**config.mk**
```make
export PLATFORM = sky130hd
export DESIGN_NAME = trig_sched
export DESIGN_NICKNAME = d
export VERILOG_FILES = /design/src/rtl/rfsoc_config_pkg.sv /design/src/rtl/trig_sched_ch.sv /design/src/rtl/trig_sched.sv
export SDC_FILE = /design/constraint.sdc
export NUM_CORES = 1
export LEC_CHECK = 0
export ABC_AREA = 1
export BUFFER_PORTS_ARGS = -buffer_cell sky130_fd_sc_hd__buf_4
export CAP_MARGIN = 40
export CORE_MARGIN = 2
export CORE_UTILIZATION = 41
export CTS_BUF_LIST = sky130_fd_sc_hd__clkbuf_8
export CTS_CLUSTER_DIAMETER = 150
export DETAILED_ROUTE_END_ITERATION = 16
export GPL_TIMING_DRIVEN = 0
export PLACE_DENSITY = 0.68
export SLEW_MARGIN = 20
export SYNTH_ARGS = -nofsm -noshare
export SYNTH_HDL_FRONTEND = slang
export SYNTH_HIERARCHICAL = 1
export SYNTH_SLANG_ARGS = --single-unit
```
**constraint.sdc**
```tcl
create_clock -name clk -period 6.5 [get_ports clk]
set_clock_uncertainty 0.05 [all_clocks]
set_input_delay 0.975 -clock clk [delete_from_list [all_inputs] [get_ports clk]]
set_output_delay 0.975 -clock clk [all_outputs]
set_load 0.05 [all_outputs]
```
**src/rtl/rfsoc_config_pkg.sv**
```systemverilog
// rfsoc_config: constants shared by the RFSoC sequencing blocks.
//   sched_state_e  - trigger scheduler state encoding (also driven on state_out)
//   ADDR_*         - scheduler register map addresses (delay[i] lives at i)
package rfsoc_config;

  typedef enum logic [1:0] {
    ST_IDLE  = 2'd0,
    ST_ARMED = 2'd1,
    ST_RUN   = 2'd2,
    ST_DONE  = 2'd3
  } sched_state_e;

  localparam logic [7:0] ADDR_PERIOD = 8'h40;
  localparam logic [7:0] ADDR_REPEAT = 8'h41;
  localparam logic [7:0] ADDR_MASK   = 8'h42;

endpackage

```
**src/rtl/trig_sched_ch.sv**
```systemverilog
// trig_sched_ch: one DAC channel of the trigger scheduler.
// Holds the channel delay, compares it with the shared tick counter and
// registers a one-cycle trigger pulse.
// Build option TRIG_SCHED_BUSY_CHECK_EN: a hit while busy is high is
// suppressed and latched into the sticky err flag; otherwise busy is ignored
// and err is constant 0.
// Ports:
//   clk, rst          - clock, synchronous active-low reset
//   delay_we          - load delay_wdata into the delay register
//   tick, period      - shared sequencer tick counter and period
//   fire_en           - scheduler in RUN, no abort, channel enabled in mask
//   busy              - channel playback in progress
//   err_clr           - clear sticky busy-collision error
//   trig              - registered one-cycle trigger pulse
//   err               - sticky busy-collision error
module trig_sched_ch #(
  parameter int CNT_W = 16
) (
  input  logic             clk,
  input  logic             rst,
  input  logic             delay_we,
  input  logic [CNT_W-1:0] delay_wdata,
  input  logic [CNT_W-1:0] tick,
  input  logic [CNT_W-1:0] period,
  input  logic             fire_en,
  input  logic             busy,
  input  logic             err_clr,
  output logic             trig,
  output logic             err
);

  logic [CNT_W-1:0] delay_q;
  logic             hit;

  // tick never reaches period, but the explicit guard keeps a channel whose
  // delay is out of range silent regardless of how tick is driven.
  assign hit = fire_en && (tick == delay_q) && (delay_q < period);

  always_ff @(posedge clk) begin
    if (!rst) begin
      delay_q <= '0;
    end else if (delay_we) begin
      delay_q <= delay_wdata;
    end
  end

`ifdef TRIG_SCHED_BUSY_CHECK_EN
  always_ff @(posedge clk) begin
    if (!rst) begin
      trig <= 1'b0;
      err  <= 1'b0;
    end else begin
      trig <= hit && !busy;
      if (hit && busy) begin
        err <= 1'b1;
      end else if (err_clr) begin
        err <= 1'b0;
      end
    end
  end
`else
  logic unused_in;
  assign unused_in = busy ^ err_clr;
  assign err       = 1'b0;

  always_ff @(posedge clk) begin
    if (!rst) begin
      trig <= 1'b0;
    end else begin
      trig <= hit;
    end
  end
`endif

endmodule

```
**src/rtl/trig_sched.sv**
```systemverilog
// trig_sched: multi-channel DAC trigger sequencer.
// Registers (written only in IDLE): delay[i] at i, period 0x40, repeat 0x41,
// enable mask 0x42 (a mask write also clears err_out).
// Flow: IDLE -arm-> ARMED -start-> RUN -last wrap-> DONE -> IDLE.
// In RUN a tick counter runs 0..period-1; each wrap bumps the round counter.
// repeat==0 runs until abort. abort_in returns to IDLE from any state.
// Build option TRIG_SCHED_BUSY_CHECK_EN enables the per-channel busy check
// (see trig_sched_ch).
// Ports:
//   clk, rst                  - clock, synchronous active-low reset
//   cfg_wr/cfg_addr/cfg_wdata - register write port
//   arm_in, start_in, abort_in- sequencing controls
//   ch_busy                   - per-channel playback flags
//   trigger_out               - per-channel one-cycle trigger pulses
//   state_out                 - current FSM state (sched_state_e)
//   done_out                  - high for the single DONE cycle
//   err_out                   - [NUM_CH] config error, [NUM_CH-1:0] busy errors
module trig_sched
  import rfsoc_config::*;
#(
  parameter int NUM_CH = 8,
  parameter int CNT_W  = 16
) (
  input  logic              clk,
  input  logic              rst,
  input  logic              cfg_wr,
  input  logic [7:0]        cfg_addr,
  input  logic [CNT_W-1:0]  cfg_wdata,
  input  logic              arm_in,
  input  logic              start_in,
  input  logic              abort_in,
  input  logic [NUM_CH-1:0] ch_busy,
  output logic [NUM_CH-1:0] trigger_out,
  output logic [1:0]        state_out,
  output logic              done_out,
  output logic [NUM_CH:0]   err_out
);

  sched_state_e      state_q, state_d;
  logic [CNT_W-1:0]  period_q, repeat_q, tick_q, round_q;
  logic [NUM_CH-1:0] mask_q, ch_err;
  logic              cfg_err_q, arm_err, cfg_ok, err_clr, wrap, run_fire;

  assign cfg_ok   = cfg_wr && (state_q == ST_IDLE);
  assign err_clr  = cfg_ok && (cfg_addr == ADDR_MASK);
  assign wrap     = (tick_q == period_q - CNT_W'(1));
  assign run_fire = (state_q == ST_RUN) && !abort_in;

  // Next-state logic; abort has priority over every other control.
  always_comb begin
    state_d = state_q;
    arm_err = 1'b0;
    if (abort_in) begin
      state_d = ST_IDLE;
    end else begin
      case (state_q)
        ST_IDLE: begin
          if (arm_in) begin
            if ((period_q != '0) && (mask_q != '0)) state_d = ST_ARMED;
            else                                    arm_err = 1'b1;
          end
        end
        ST_ARMED: if (start_in) state_d = ST_RUN;
        ST_RUN: begin
          if (wrap && (repeat_q != '0) && (round_q == repeat_q - CNT_W'(1)))
            state_d = ST_DONE;
        end
        default: state_d = ST_IDLE;
      endcase
    end
  end

  always_ff @(posedge clk) begin
    if (!rst) begin
      state_q   <= ST_IDLE;
      tick_q    <= '0;
      round_q   <= '0;
      period_q  <= '0;
      repeat_q  <= CNT_W'(1);
      mask_q    <= '0;
      cfg_err_q <= 1'b0;
    end else begin
      state_q <= state_d;
      // Counters sit at 0 outside RUN, so the ARMED->RUN edge starts at 0.
      if (state_q != ST_RUN) begin
        tick_q  <= '0;
        round_q <= '0;
      end else if (wrap) begin
        tick_q  <= '0;
        round_q <= round_q + CNT_W'(1);
      end else begin
        tick_q  <= tick_q + CNT_W'(1);
      end
      if (cfg_ok && (cfg_addr == ADDR_PERIOD)) period_q <= cfg_wdata;
      if (cfg_ok && (cfg_addr == ADDR_REPEAT)) repeat_q <= cfg_wdata;
      if (cfg_ok && (cfg_addr == ADDR_MASK))   mask_q   <= cfg_wdata[NUM_CH-1:0];
      if (arm_err)      cfg_err_q <= 1'b1;
      else if (err_clr) cfg_err_q <= 1'b0;
    end
  end

  for (genvar i = 0; i < NUM_CH; i++) begin : g_ch
    trig_sched_ch #(.CNT_W(CNT_W)) u_ch (
      .clk         (clk),
      .rst         (rst),
      .delay_we    (cfg_ok && (cfg_addr == 8'(i))),
      .delay_wdata (cfg_wdata),
      .tick        (tick_q),
      .period      (period_q),
      .fire_en     (run_fire && mask_q[i]),
      .busy        (ch_busy[i]),
      .err_clr     (err_clr),
      .trig        (trigger_out[i]),
      .err         (ch_err[i])
    );
  end

  assign state_out = state_q;
  assign done_out  = (state_q == ST_DONE);
  assign err_out   = {cfg_err_q, ch_err};

endmodule

```
==> impl_metrics.ini <==
[synth]
netlist_area_um2 = 14100
synth_top_family_by_area = simple AND/OR/NAND/NOR gates
synth_ff_type = dfxtp_1
post_synth_xor_area_fraction_pct = 8.62
synth-edff-count = 0
synth-compound-area-share_pct = 12.9
yosysMostFrequentCell = nor2_1
async_flop_share_pct = 0
synth.yosys.seq_area_share_pct = 29.9
syn_nets = 2261
syn_inst = 2094
synth_area_leaders = dfxtp_1 (30%), ha_1 (11%), nor2_1 (10%), nand2_1 (8.3%), inv_1 (8.0%)
synth-simple-area-share_pct = 26.6
synth_commonest_cells = nor2_1 (395), nand2_1 (313), inv_1 (300)
yosys.area.top_type = dfxtp_1
synth.distinct_cells = 40
synthMuxAreaShare_pct = 0
ys_ff_latch = 211
synth.avg_cell_area_um2 = 6.75
synthAdderAreaFrac_pct = 11.4
yosys.area.top_type_share_pct = 29.9
synth.yosys.warnings = 6

[cells_and_area]
drive_gt1_share_pct = 9.91
final_util_pct = 48.0
final_nets = 2366
fillerInstances = 3383
areaGrowthSynthToFinish_pct = 14.5

[clock_tree]
tritoncts = yes
clock_latency_ps = 560
clock-sinks = 211
post_cts_buffers = 0
clockBufferDepth = 3
htree_levels = 2
cts.clk_slew.worst_paths_ps = 60
root_buffer = clkbuf_8
ctsResizeCount = 0
cts_hold_buf = 0
numCtsBuffers = 39

[placed_design]
place.gp.congestion = 0.916
port_buffers = 41
dp_slack_ps = 3160
dp_hpwl_mm = 32.9

[critical_path]
r2r_cells = 9
rr_startpoint = state_out[0]
crit_fanout = 10
cp_slowest_stage_delay_ps = 570
cp.arrival_ps = 3490
cp.required_ps = 6920
timing.rr.end = g_ch[7].u_ch/delay_q[12]
reg2reg_slack_ps = 3430
cp-start-kind = flop
crit_chain = inv_1 > ha_1 > nand2_1 > nor4_1 > nand3b_1 > nor3_1 > clkbuf_1 > o21ai_0 > nor2_1
crit_path_end_kind = flop
worstSetupPathType = flop to flop
worst_path_max_delay_cell = nor3_1

[sta]
fin_setup_tns_ps = 0
holdWs_ps = 427
post-route-period-util_pct = 47.2
finalSetupViolations = 0
fin_crit_ps = 3070
hold_violations = 0
finalMaxSlewViolations = 0
worstMarginPinSlew_ps = 976
maxSlewHeadroom_pct = 34.8
clock.fmax_ghz = 0.326
fin_ws_ps = 3430
rsz0062_at_grt = false

[global_route]
grt_pass1_wl_mm = 72.7
grt_max_degree = 66
grt_overflow = 0
grt_antenna_before_repair = 1
grt_pass1_vias = 13400
grt_usage_pct = 26.3

[detailed_routing]
dr.first_iter.drc_count = 1175
remaining_drc_errors = 0
num_vias = 14000
first_pass_iters = 5
totalWireLength_mm = 47.0
avgRoutedWirePerCell_um = 17.5
ant_nets = 0
via_per_inst = 5.24

[die]
core_area_um2 = 33700
die_x_um = 190
start_util_pct = 41.9
row_count = 67
pin_count = 58
die_y_um = 190
die_area_um2 = 36000

[worst_hold_path]
hold_class = flop to flop
min_path_cells = 2
holdPathEnd = g_ch[0].u_ch/delay_q[0]
min_from = g_ch[0].u_ch/delay_q[0]

[power_and_ir_drop]
power_density_nw_per_um2 = 175
leakagePower_nw = 7.25
fin_total_pwr_mw = 2.83
peakVddDrop_mv = 0.156

[status]
status = completed

[job]
cap_viol_max_count = 0
-- per-layer routing --
layer	up-vias	track usage [%]	part of all wire, %
met4	0	14.3	5.4
met2	608	43.2	45
met1	6426	32.9	41
li1	6852	-	-
met3	156	4.33	9.2
met5	-	0	0
-- per-stage QoR --
step	std cells	instance area (µm²)
global placement	2583	15000
CTS	2673	16100
finish	2678	16200
floorplan	2094	14100
detailed placement	2602	15300
global route	2677	16200
-- area by class of cell --
cell class | count | area (µm²) | area share (%)
buffer | 57 | 274 | 1.69
tap | 448 | 561 | 3.47
antenna | 1 | 2.50 | 0.0155
multi-input combinational | 1512 | 8450 | 52.3
clock inverter | 20 | 148 | 0.913
timing repair buffer | 64 | 631 | 3.90
inverter | 314 | 1180 | 7.30
clock buffer | 51 | 702 | 4.34
sequential | 211 | 4220 | 26.1
-- where the power goes --
group	switching, mW	total (mW)	internal [mW]	leakage [nW]
clock	0.610	1.40	0.786	0.465
sequential	0.00342	1.30	1.30	1.70
combinational	0.0987	0.134	0.0358	5.09
total	0.712	2.83	2.12	7.25
-- cell families (layout without fill, tap and decap cells) --
group | count (synthesis) | after routing
buffers and inverters | 371 | 506
flip-flops | 211 | 211
other | 8 | 9
XOR/XNOR | 139 | 139
AO/OA/AOI/OAI | 341 | 341
AND/OR/NAND/NOR | 895 | 895
adder cells (fa/ha/maj) | 129 | 129
-- worst max-delay path by stage --
| stage | cells after the start | to | from | slack, ps |
|---|---|---|---|---|
| global route | 9 | g_ch[7].u_ch/delay_q[8] | state_out[1] | 3180 |
| detailed placement | 9 | g_ch[7].u_ch/delay_q[1] | cfg_wr | 3160 |
| finish | 9 | g_ch[7].u_ch/delay_q[12] | state_out[0] | 3430 |
| global placement | 10 | repeat_q[8] | cfg_addr[5] | 3200 |
| CTS | 10 | g_ch[7].u_ch/delay_q[3] | state_out[1] | 3520 |
| floorplan | 9 | repeat_q[7] | cfg_addr[5] | 4070 |
-- registers in the layout, summed over array words and instances, names as in the netlist --
register / cells
cfg_err_q: 1
period_q: 16
repeat_q: 16
g_ch.u_ch/trig: 8
tick_q: 16
round_q: 16
state_out: 2
g_ch.u_ch/delay_q: 128
mask_q: 8
-- worst max-delay path, delay by kind of cell (launching register included) --
family          cells  cell delay, ps
compound gates      1             170
fa+ha+maj           1             200
buf+inv             2             530
flops               1             360
simple gates        5            1670
-- cell usage in the layout, fill, tap and decap left out, types with 7 or more instances in the layout --
| master | n |
|---|---|
| nor2_1 | 395 |
| nand2_1 | 313 |
| inv_1 | 308 |
| dfxtp_1 | 211 |
| o21ai_0 | 186 |
| ha_1 | 129 |
| a21oi_1 | 106 |
| xnor2_1 | 86 |
| nand3_1 | 85 |
| xor2_1 | 53 |
| buf_4 | 51 |
| clkbuf_8 | 51 |
| clkbuf_1 | 35 |
| nor3_1 | 24 |
| buf_8 | 19 |
| nor2_2 | 18 |
| a21oi_2 | 18 |
| nand4_1 | 17 |
| a211oi_1 | 16 |
| nand2_2 | 13 |
| buf_2 | 12 |
| inv_2 | 11 |
| o21ai_1 | 9 |
| clkinv_2 | 8 |
| conb_1 | 8 |
| nor4_1 | 7 |
| nand3b_1 | 7 |
Power figures use the tool's default switching activity.
